--- src/rtl/alu_exec_unit_if.sv ---
// Request/result bundle between the ALU control decoder, the execution stage and its consumer.
// Master drives requests and out_ready; slave (the execution stage) drives results and status.
interface alu_exec_unit_if #(
    parameter int WIDTH = 16,
    parameter int SHW   = 4
);
    logic             in_valid;
    logic             in_ready;
    logic [2:0]       alu_sel;
    logic [WIDTH-1:0] op_a;
    logic [WIDTH-1:0] op_b;
    logic [SHW-1:0]   shamt;
    logic             out_valid;
    logic             out_ready;
    logic [WIDTH-1:0] result;
    logic             zero;
    logic             overflow;
    logic             busy;

    modport master (
        output in_valid, alu_sel, op_a, op_b, shamt, out_ready,
        input  in_ready, out_valid, result, zero, overflow, busy
    );

    modport slave (
        input  in_valid, alu_sel, op_a, op_b, shamt, out_ready,
        output in_ready, out_valid, result, zero, overflow, busy
    );
endinterface

--- src/rtl/alu_exec_unit.sv ---
// 16-bit execution stage: add/sub/and/or/slt in one cycle, sll/srl one bit per cycle (N+1 cycles).
// Results hold while out_valid && !out_ready; in_ready depends only on state and out_ready.
module alu_exec_unit #(
    parameter int WIDTH = 16,
    parameter int SHW   = 4
) (
    input  logic          clk,
    input  logic          rst_n,
    alu_exec_unit_if.slave bus
);
    localparam logic [2:0] OP_ADD = 3'b000;
    localparam logic [2:0] OP_AND = 3'b001;
    localparam logic [2:0] OP_OR  = 3'b010;
    localparam logic [2:0] OP_SLT = 3'b011;
    localparam logic [2:0] OP_SUB = 3'b100;
    localparam logic [2:0] OP_SLL = 3'b101;
    localparam logic [2:0] OP_SRL = 3'b110;

    typedef enum logic [1:0] {IDLE, SHIFT, DONE} state_t;

    state_t           state_q, state_d;
    logic [WIDTH-1:0] res_q, res_d;
    logic             zero_q, zero_d;
    logic             ovf_q, ovf_d;
    logic [WIDTH-1:0] work_q, work_d;
    logic [SHW-1:0]   cnt_q, cnt_d;
    logic             left_q, left_d;

    logic [WIDTH-1:0] sum, diff, alu_res, work_shift;
    logic             add_ovf, sub_ovf, alu_ovf;
    logic             is_shift, start_shift, accept;
    logic             in_ready, out_valid, busy;

    // Single-cycle datapath; shamt==0 shifts collapse to a pass-through of op_b.
    always_comb begin
        sum     = bus.op_a + bus.op_b;
        diff    = bus.op_a - bus.op_b;
        add_ovf = (bus.op_a[WIDTH-1] == bus.op_b[WIDTH-1]) && (sum[WIDTH-1] != bus.op_a[WIDTH-1]);
        sub_ovf = (bus.op_a[WIDTH-1] != bus.op_b[WIDTH-1]) && (diff[WIDTH-1] != bus.op_a[WIDTH-1]);
        alu_res = '0;
        alu_ovf = 1'b0;
        case (bus.alu_sel)
            OP_ADD: begin
                alu_res = sum;
                alu_ovf = add_ovf;
            end
            OP_SUB: begin
                alu_res = diff;
                alu_ovf = sub_ovf;
            end
            OP_SLT:  alu_res = {{(WIDTH-1){1'b0}}, diff[WIDTH-1] ^ sub_ovf};
            OP_AND:  alu_res = bus.op_a & bus.op_b;
            OP_OR:   alu_res = bus.op_a | bus.op_b;
            OP_SLL,
            OP_SRL:  alu_res = bus.op_b;
            default: alu_res = '0;
        endcase
        is_shift    = (bus.alu_sel == OP_SLL) || (bus.alu_sel == OP_SRL);
        start_shift = is_shift && (bus.shamt != '0);
    end

    always_comb begin
        state_d    = state_q;
        res_d      = res_q;
        zero_d     = zero_q;
        ovf_d      = ovf_q;
        work_d     = work_q;
        cnt_d      = cnt_q;
        left_d     = left_q;
        work_shift = left_q ? (work_q << 1) : (work_q >> 1);
        in_ready   = (state_q == IDLE) || ((state_q == DONE) && bus.out_ready);
        out_valid  = (state_q == DONE);
        busy       = (state_q == SHIFT);
        accept     = bus.in_valid && in_ready;

        case (state_q)
            SHIFT: begin
                work_d = work_shift;
                cnt_d  = cnt_q - SHW'(1);
                if (cnt_q == SHW'(1)) begin
                    res_d   = work_shift;
                    zero_d  = (work_shift == '0);
                    ovf_d   = 1'b0;
                    state_d = DONE;
                end
            end
            DONE: begin
                if (bus.out_ready) begin
                    state_d = IDLE;
                end
            end
            default: ;
        endcase

        // An accept in DONE overrides the return to IDLE so handoff and load share one edge.
        if (accept) begin
            if (start_shift) begin
                work_d  = bus.op_b;
                cnt_d   = bus.shamt;
                left_d  = (bus.alu_sel == OP_SLL);
                state_d = SHIFT;
            end else begin
                res_d   = alu_res;
                zero_d  = (alu_res == '0);
                ovf_d   = alu_ovf;
                state_d = DONE;
            end
        end
    end

    always_ff @(posedge clk or negedge rst_n) begin
        if (!rst_n) begin
            state_q <= IDLE;
            res_q   <= '0;
            zero_q  <= 1'b0;
            ovf_q   <= 1'b0;
            work_q  <= '0;
            cnt_q   <= '0;
            left_q  <= 1'b0;
        end else begin
            state_q <= state_d;
            res_q   <= res_d;
            zero_q  <= zero_d;
            ovf_q   <= ovf_d;
            work_q  <= work_d;
            cnt_q   <= cnt_d;
            left_q  <= left_d;
        end
    end

    assign bus.in_ready  = in_ready;
    assign bus.out_valid = out_valid;
    assign bus.busy      = busy;
    assign bus.result    = res_q;
    assign bus.zero      = zero_q;
    assign bus.overflow  = ovf_q;
endmodule

--- src/flat_wrapper.sv ---
// flat-port wrapper written by rule: the top's interface ports become plain ports
module alu_exec_unit_flat 
#(
    parameter int WIDTH = 16,
    parameter int SHW   = 4
)
  (clk, rst_n, bus_in_valid, bus_alu_sel, bus_op_a, bus_op_b, bus_shamt, bus_out_ready, bus_in_ready, bus_out_valid, bus_result, bus_zero, bus_overflow, bus_busy);
  alu_exec_unit_if #(.WIDTH(WIDTH), .SHW(SHW)) bus_i ();
  input  logic clk;
  input  logic rst_n;
  input wire logic [$bits(bus_i.in_valid)-1:0] bus_in_valid;
  input wire logic [$bits(bus_i.alu_sel)-1:0] bus_alu_sel;
  input wire logic [$bits(bus_i.op_a)-1:0] bus_op_a;
  input wire logic [$bits(bus_i.op_b)-1:0] bus_op_b;
  input wire logic [$bits(bus_i.shamt)-1:0] bus_shamt;
  input wire logic [$bits(bus_i.out_ready)-1:0] bus_out_ready;
  output wire logic [$bits(bus_i.in_ready)-1:0] bus_in_ready;
  output wire logic [$bits(bus_i.out_valid)-1:0] bus_out_valid;
  output wire logic [$bits(bus_i.result)-1:0] bus_result;
  output wire logic [$bits(bus_i.zero)-1:0] bus_zero;
  output wire logic [$bits(bus_i.overflow)-1:0] bus_overflow;
  output wire logic [$bits(bus_i.busy)-1:0] bus_busy;
  assign bus_i.in_valid = bus_in_valid;
  assign bus_i.alu_sel = bus_alu_sel;
  assign bus_i.op_a = bus_op_a;
  assign bus_i.op_b = bus_op_b;
  assign bus_i.shamt = bus_shamt;
  assign bus_i.out_ready = bus_out_ready;
  assign bus_in_ready = bus_i.in_ready;
  assign bus_out_valid = bus_i.out_valid;
  assign bus_result = bus_i.result;
  assign bus_zero = bus_i.zero;
  assign bus_overflow = bus_i.overflow;
  assign bus_busy = bus_i.busy;
  alu_exec_unit #(.WIDTH(WIDTH), .SHW(SHW)) u_core (.clk(clk), .rst_n(rst_n), .bus(bus_i));
endmodule
--- config.mk ---
export PLATFORM = sky130hd
export DESIGN_NAME = alu_exec_unit_flat
export DESIGN_NICKNAME = d
export VERILOG_FILES = /design/src/rtl/alu_exec_unit_if.sv /design/src/rtl/alu_exec_unit.sv /design/src/flat_wrapper.sv
export SDC_FILE = /design/constraint.sdc
export NUM_CORES = 1
export LEC_CHECK = 0
export ABC_AREA = 1
export BUFFER_PORTS_ARGS = -buffer_cell sky130_fd_sc_hd__buf_2
export CAP_MARGIN = 20
export CORE_MARGIN = 2
export CORE_UTILIZATION = 37
export CTS_BUF_LIST = sky130_fd_sc_hd__clkbuf_8
export DETAILED_ROUTE_END_ITERATION = 8
export PLACE_DENSITY_LB_ADDON = 0.1
export SLEW_MARGIN = 20
export SYNTH_ARGS = -nofsm -noshare
export SYNTH_HDL_FRONTEND = slang
export SYNTH_SLANG_ARGS = --single-unit
--- constraint.sdc ---
create_clock -name clk -period 1.95 [get_ports clk]
set_input_delay 0.0975 -clock clk [delete_from_list [all_inputs] [get_ports clk]]
set_output_delay 0.0975 -clock clk [all_outputs]
set_load 0.03 [all_outputs]
Word level (Yosys, flattened, before mapping)
Index checks and enable logic that the tools add are counted.

operators by class
  add/subtract/negate cells = 3
  equal/unequal tests = 15
  multiplexer cells = 26
  bitwise gates (word level) = 3
  reductions and logical operators = 16

operators with widths
  cell                   number
  $mux W16               8
  $pmux W16 S6           1
  $logic_not A16 Y1      2
  $add A16 B16 Y16       1
  $and A16 B16 Y16       1
  $or A16 B16 Y16        1
  $sub A16 B16 Y16       1
  $mux W4                3
  $eq A3 B3 Y1 const B   3
  $mux W1                8
  $mux W2                4
  $eq A3 B2 Y1 const B   2
  $logic_and A1 B1 Y1    5
  $eq A4 B1 Y1 const B   1
  $pmux W2 S2            1
  $reduce_bool A4 Y1     1
  $sub A4 B1 Y4 const B  1
  $eq A3 B1 Y1 const B   1
  $logic_not A3 Y1       1
  $ne A1 B1 Y1           3
  $ne A3 B1 Y1 const B   1
  $ne A3 B2 Y1 const B   1
  $reduce_and A3 Y1      1
  $reduce_bool A3 Y1     1
  9 further kinds        10

word-level totals
  bits in registers = 41
  logic and storage cells = 70

Logic depth before layout (Yosys ltp)
Gate-level depths: netlist of run 1.

  depth in word-level cells = 8
  depth in mapped cells = 25
  gate-level depth less buffers = 24

Worst setup path after synthesis of run 1
No wires, ideal clock.

  path kind = input port to flip-flop
  start point = input port bus_op_b[3]
  end point = register u_core.zero_q, in the netlist u_core.bus.zero
  setup time = 0.065 ns
  data arrival time = 2.427 ns
  required time = 1.885 ns
  setup slack = -0.542 ns
  cell stages on the path = 22
  path buffers = 1
  cells stage by stage = inv_1 > ha_1 > buf_4 > nor2_2 > nand3_1 > nand3_1 > nand3_1 > nand2_1 > nand2_1 > nand2_1 > a21oi_1 > fa_1 > inv_1 > nand2_1 > nand3_1 > a21oi_1 > nand3_1 > nor2_1 > nand2_1 > nor2_1 > nand3_1 > nand2_1

between the ends
  cells in the longest elaborated chain, start to end = 8
  elaborated cells on any way between the ends = 11

ends and longest elaborated chain
  what                     RTL line              text
  from (decl)              flat_wrapper.sv:14    input wire logic [$bits(bus_i.op_b)-1:0] bus_op_b;
  $sub A16 B16 Y16         alu_exec_unit.sv:37   diff = bus.op_a - bus.op_b;
  $ne A1 B1 Y1             alu_exec_unit.sv:39   sub_ovf = (bus.op_a[WIDTH-1] != bus.op_b[WIDTH-1]) && (diff[WIDTH-1] != bus.op_a[WIDTH-1]);
  $logic_and A1 B1 Y1      alu_exec_unit.sv:39
  $xor A1 B1 Y1            alu_exec_unit.sv:51   OP_SLT: alu_res = {{(WIDTH-1){1'b0}}, diff[WIDTH-1] ^ sub_ovf};
  $pmux W16 S6 (*)         alu_exec_unit.sv:42   case (bus.alu_sel)
  $logic_not A16 Y1 (*)    alu_exec_unit.sv:104  zero_d = (alu_res == '0);
  $mux W1 (*)              alu_exec_unit.sv:97   if (start_shift) begin
  $mux W1 (*)              alu_exec_unit.sv:96   if (accept) begin
  named net u_core.zero_d  alu_exec_unit.sv:23   logic zero_q, zero_d;
  to (signal assigned)     alu_exec_unit.sv:123  zero_q <= zero_d;
  to (decl)                alu_exec_unit.sv:23

Mark *: on every way through the listed nets, which the timed path passes. The rest lies on a longest branch.
A chain may end at the register's enable or synchronous reset.

Final worst setup path of run 1
  start point = input port bus_op_b[4]
  end point = register u_core.zero_q, in the netlist u_core.bus.zero

The elaborated chain is that of the path after synthesis.

==> metrics.cfg, run 1 <==
[status]
status = finished, violations left
violations = setup timing

[final_layout]
fin_cells = 1170
nets = 1093
diodes = 0
final_cell_mix = 225 x nand2_1, 124 x buf_4, 108 x inv_1, 68 x nand3_1, 64 x nor2_1
syn_to_final_growth_pct = 36.1
layout-drive-gt1-share_pct = 29.7
final_common_cell = nand2_1

[timing]
period_share_pct = 121
finalSetupTns_ns = -1.16
finalCriticalPeriod_ns = 2.36
setup_slack_ns = -0.406
maxSlewHeadroom_pct = 70.1
hold_viol = 0
skew_ns = 0.00495
rsz0062_at_grt = yes
setup_viol = 4
tightest_slew_ns = 0.444
finalMaxSlewViolations = 0
clock.fmax_mhz = 425

[floorplan]
fp.coreArea_mm2 = 0.0133
die_y_um = 121
die_w_um = 121
initial_core_util_pct = 38.2
dieArea_mm2 = 0.0147
ios = 64
rows = 42

[yosys]
syn_nets = 926
syn_avg_cell_area_um2 = 6.14
yosysWarnings = 0
ys_top_cells_by_area = dfrtp_1 20%, nand2_1 18%, ha_1 13%
synth_top_area_share_pct = 20.2
ys_seq_area_share_pct = 20.2
synth.cell_area_mm2 = 0.00508
yosys.cell_types.count = 39
yosysTopAreaCell = dfrtp_1
synth_cells = 827
synth-seq-cells = 41

[detailed_routing]
wirelength_um = 17400
initialDrtViolationCount = 411
route.detailed.drc = 0
drtAntennaViolNets = 0
viasPerCell = 5.01
first_pass_iters = 5
wire_per_inst_um = 14.9
via_count = 5860

[placed_design]
dp.cells = 1148
gp_congestion = 0.918
io_buffers = 63
pre_cts_slack_ns = -0.697
dp_hpwl_um = 14400

[grt]
grt_antenna_before_repair = 0
grt_pass1_wl_um = 28200
grt_overflow_total = 0
grt_max_degree = 33
grt_usage_pct = 24.3
grt_pass1_vias = 5904

[power_and_ir_drop]
total_power_mw = 5.22
power_density_mw_per_mm2 = 756
power_leakage_nw = 3.68
irDropWorstVdd_v = 0.000381

[worst_setup_path]
cp.arrival_ns = 2.60
r2r-start = u_core.state_q[1]
r2r_setup_slack_ns = 0.15
start_kind = input pin
rr_worst_depth = 7
critPathCaptureType = register
crit_fanout = 4
cpPeakStageDelay_ns = 0.55
path_class = in2reg
slowest_stage = fa_2
critPathBufInv = 3
crit_chain = buf_8, inv_6, ha_4, nor2_4, nand3_2, nand3_4, nand3_2, nand2_2, nand2_2, nand2_2, a21oi_2, fa_2, inv_2, nand2_1, nand3_1, a21oi_1, nand3_1, nor2_2, nand2_1, nor2_1, nand3_1, nand2_1
regToRegEndpoint = u_core.bus.result[11]
crit_required_ns = 2.19
path_delay_family = simple AND/OR/NAND/NOR gates

[clock_tree]
clockBufferDepth = 2
clkTransAtPathRegs_ns = 0.08
cts-buffers-inserted = 5
h-tree-depth = 2
cts_tree = done
cts_sinks = 41
root_buffer = clkbuf_8
worstSkewPairLatency_ns = 0.30

[hold_path]
hold_start = bus_shamt[3]
whs_path_depth = 3
hold_path.class = in2reg
min_to = u_core.cnt_q[3]

[flow_run]
cap_violations = 0

## registers in the layout, summed over array words and instances, names as in the netlist
signal	flops
u_core.bus.result	16
u_core.bus.overflow	1
u_core.state_q	2
u_core.cnt_q	4
u_core.work_q	16
u_core.left_q	1
u_core.bus.zero	1
## layout make-up
type / count / area [um^2]
clock buffer: 6 / 82.6
clock inverter: 1 / 3.75
sequential: 41 / 1030
fill: 1363 / 6390
tap: 176 / 220
timing repair buffer: 191 / 1360
inverter: 141 / 559
multi-input combinational: 614 / 3660
## synth_stat cells (all sizes together)
cell type  number
a21oi          30
a31oi           8
and2            3
buf            23
clkbuf          8
clkinv          1
dfrtp          41
fa              3
ha             53
inv           140
mux2i           6
nand2         240
nand3          76
nand4          12
nor2           76
nor3            5
nor3b           1
nor4            2
o211ai         17
o21ai          63
o21bai          3
o22ai          12
o31ai           1
or2             1
xnor2           1
xor2            1
## worst max path at each step
stage / startpoint / to / slack [ns] / depth (start not counted)
finish: bus_op_b[4] / u_core.bus.zero / -0.41 / 22
global route: bus_op_a[4] / u_core.bus.zero / -0.63 / 22
CTS: bus_op_b[3] / u_core.bus.zero / -0.31 / 22
detailed placement: bus_op_b[12] / u_core.bus.zero / -0.70 / 22
global placement: bus_op_b[12] / u_core.bus.zero / -0.67 / 22
floorplan: bus_op_b[10] / u_core.bus.zero / -0.36 / 22
## per-stage QoR
step	area (um^2)	hold slack, ns	utilization, %
floorplan	5330	-0.198	-
global placement	6500	0.00755	48.9
detailed placement	6500	0.0166	48.9
CTS	6770	0.0368	51.0
global route	6910	0.0756	52.0
finish	6910	0.0433	52.0
## cells by family after synthesis
logic type | count (synthesis) | share of synthesized area (%)
compound gates | 134 | 14.8
xor+xnor | 2 | 0.345
fa+ha+maj | 56 | 14.2
buf+inv | 172 | 14.2
flops | 41 | 20.2
mux | 6 | 1.18
simple gates | 416 | 35.0
## metal layers
layer	share of wire (%)	track usage, %	vias to the layer above	wire length [um]
met1	45	31.5	2713	7850
met3	4.0	1.83	31	705
met5	0	0	-	0
met4	2.8	9.41	0	494
li1	-	-	2979	-
met2	48	41.9	137	8390
## worst min-delay path: stages
cell     delay, ns
buf_2         0.09
o21ai_0       0.08
inv_1         0.05
## repair_timing
item                                    in CTS  in global routing
pin swaps                                   14                 25
hold endpoints to repair                    12                  0
buffers inserted                             9                  7
hold buffers                                 1                  0
endpoints found under the setup margin       5                  8
gates resized for setup                     39                 26
## report_power, final
| part | switching (mW) | internal, mW | leakage [nW] | total (mW) |
|---|---|---|---|---|
| Combinational | 1.96 | 1.19 | 3.13 | 3.15 |
| Clock | 0.299 | 0.276 | 0.0485 | 0.575 |
| Sequential | 0.245 | 1.25 | 0.498 | 1.50 |
| Total | 2.50 | 2.72 | 3.68 | 5.22 |
No activity file was read; power rests on OpenSTA's default activity.
==> run 2: changes to the inputs <==
- CTS_BUF_LIST: sky130_fd_sc_hd__clkbuf_8 -> unset
==> run 2 against run 1 <==
  * The flow still finishes with violations (setup timing)
  * Flip-flop and latch count stayed put
  * Wire length is 0.24% higher
  * Register-to-register slack better by 0.03 ns
  * Global-route usage is 0.057 points higher
  * Sequential power hardly changed
  * Hold slack better by 0.015 ns
  * Critical path depth stayed put
  * First-iteration DRC count is 18% higher
  * Clock power is 43% higher
  * Final cell count hardly changed
  * Critical path type unchanged
  * Largest cell class unchanged
  * Largest power group unchanged
  * Highest routed layer unchanged
==> metrics.cfg, run 2 (same netlist as run 1, synthesis figures left out) <==
[timing]
finalCriticalPeriod_ns = 2.34
tightest_slew_ns = 0.440
maxSlewHeadroom_pct = 70.3
finalMaxSlewViolations = 0
setup_slack_ns = -0.393
hold_slack_ns = 0.0587
skew_ns = 0.00285
finalSetupTns_ns = -1.04
rsz0062_at_grt = yes
clock.fmax_mhz = 427
setup_viol = 4
period_share_pct = 120
hold_viol = 0

[power_and_ir_drop]
power_leakage_nw = 3.70
irDropWorstVdd_v = 0.000387
power_density_mw_per_mm2 = 786
total_power_mw = 5.47

[worst_setup_path]
crit_chain = buf_8, inv_6, ha_4, nor2_4, nand3_2, nand3_4, nand3_2, nand2_2, nand2_2, nand2_2, a21oi_2, fa_2, inv_2, nand2_1, nand3_1, a21oi_1, nand3_1, nor2_2, nand2_1, nor2_1, nand3_1, nand2_1
crit_fanout = 4
critPathBufInv = 3
cp.arrival_ns = 2.57
rr_worst_depth = 7
regToRegEndpoint = u_core.bus.result[11]
path_class = in2reg
worstSetupStartpoint = bus_op_b[4]
crit_required_ns = 2.18
r2r-start = u_core.state_q[1]
start_kind = input pin
critPathCaptureType = register
r2r_setup_slack_ns = 0.18
path_delay_family = simple AND/OR/NAND/NOR gates
cpPeakStageDelay_ns = 0.55
slowest_stage = fa_2

[grt]
grt_pass1_wl_um = 28200
grt_antenna_before_repair = 0
grt_usage_pct = 24.3
grt_max_degree = 33
grt_pass1_vias = 5917
grt_overflow_total = 0

[floorplan]
die_y_um = 121
fp.coreArea_mm2 = 0.0133
die_w_um = 121
dieArea_mm2 = 0.0147
rows = 42
initial_core_util_pct = 38.2
ios = 64

[detailed_routing]
first_pass_iters = 7
wire_per_inst_um = 15.0
wirelength_um = 17500
initialDrtViolationCount = 484
drtAntennaViolNets = 0
route.detailed.drc = 0
via_count = 5903
viasPerCell = 5.05

[clock_tree]
cts-buffers-inserted = 5
clkTransAtPathRegs_ns = 0.06
root_buffer = clkbuf_16
cts_sinks = 41
worstSkewPairLatency_ns = 0.29
h-tree-depth = 2
clockBufferDepth = 2
cts_tree = done

[final_layout]
fin_cells = 1169
nets = 1092
finalInstanceArea_mm2 = 0.00696
syn_to_final_growth_pct = 37.2
final_common_cell = nand2_1
diodes = 0
post-route-util_pct = 52.4
final_cell_mix = 224 x nand2_1, 124 x buf_4, 107 x inv_1, 67 x nand3_1, 64 x nor2_1
layout-drive-gt1-share_pct = 29.9

[placed_design]
dp.cells = 1148
io_buffers = 63
pre_cts_slack_ns = -0.697
place_area_mm2 = 0.00650
dp_hpwl_um = 14400
gp_congestion = 0.918

[hold_path]
hold_start = bus_shamt[3]
min_to = u_core.cnt_q[3]
whs_path_depth = 3
hold_path.class = in2reg

[flow_run]
cap_violations = 0

[status]
status = finished, violations left
violations = setup timing

[run 2: cell count changes in the layout (fill, tap and decap cells not counted), sizes merged]
cell / delta
clkbuf: +1
buf: -1
inv: -1
[run 2: per-layer routing]
| layer | track usage, % | vias up | share of wire, % |
|---|---|---|---|
| met3 | 1.55 | 36 | 4.2 |
| met4 | 10.3 | 0 | 3.4 |
| met5 | 0 | - | 0 |
| li1 | - | 2977 | - |
| met2 | 41.8 | 161 | 48 |
| met1 | 31.6 | 2729 | 44 |
[run 2: power by group]
part / switching [mW] / total [mW] / internal [mW] / leakage, nW
sequential: 0.249 / 1.50 / 1.25 / 0.498
clock: 0.321 / 0.824 / 0.502 / 0.0700
combinational: 1.96 / 3.14 / 1.18 / 3.13
total: 2.53 / 5.47 / 2.94 / 3.70
[run 2: how the worst max path moves through the flow]
stage                                  to  cells after the start
after global routing      u_core.bus.zero                     22
after CTS                 u_core.bus.zero                     22
after detailed placement  u_core.bus.zero                     22
final                     u_core.bus.zero                     22
after global placement    u_core.bus.zero                     22
after floorplan           u_core.bus.zero                     22
[run 2: layout make-up]
cell class / instances / area, um^2
Fill cell: 1355 / 6330
Clock buffer: 7 / 143
Timing Repair Buffer: 190 / 1350
Sequential cell: 41 / 1030
Multi-Input combinational cell: 614 / 3670
Tap cell: 176 / 220
Inverter: 141 / 559
[run 2: worst min-delay path: cells and delay by family]
family	cells	cell delay [ns]
buffers and inverters	2	0.14
AO/OA/AOI/OAI	1	0.08
[run 2: what timing repair did]
action                                 in CTS  in global routing
cloned                                      0                  0
buffers inserted                            9                  6
hold buffers                                1                  0
setup endpoints to repair                   5                  8
gates resized for setup                    35                 32
endpoints found under the hold margin      12                  0
pin swaps                                  13                 25
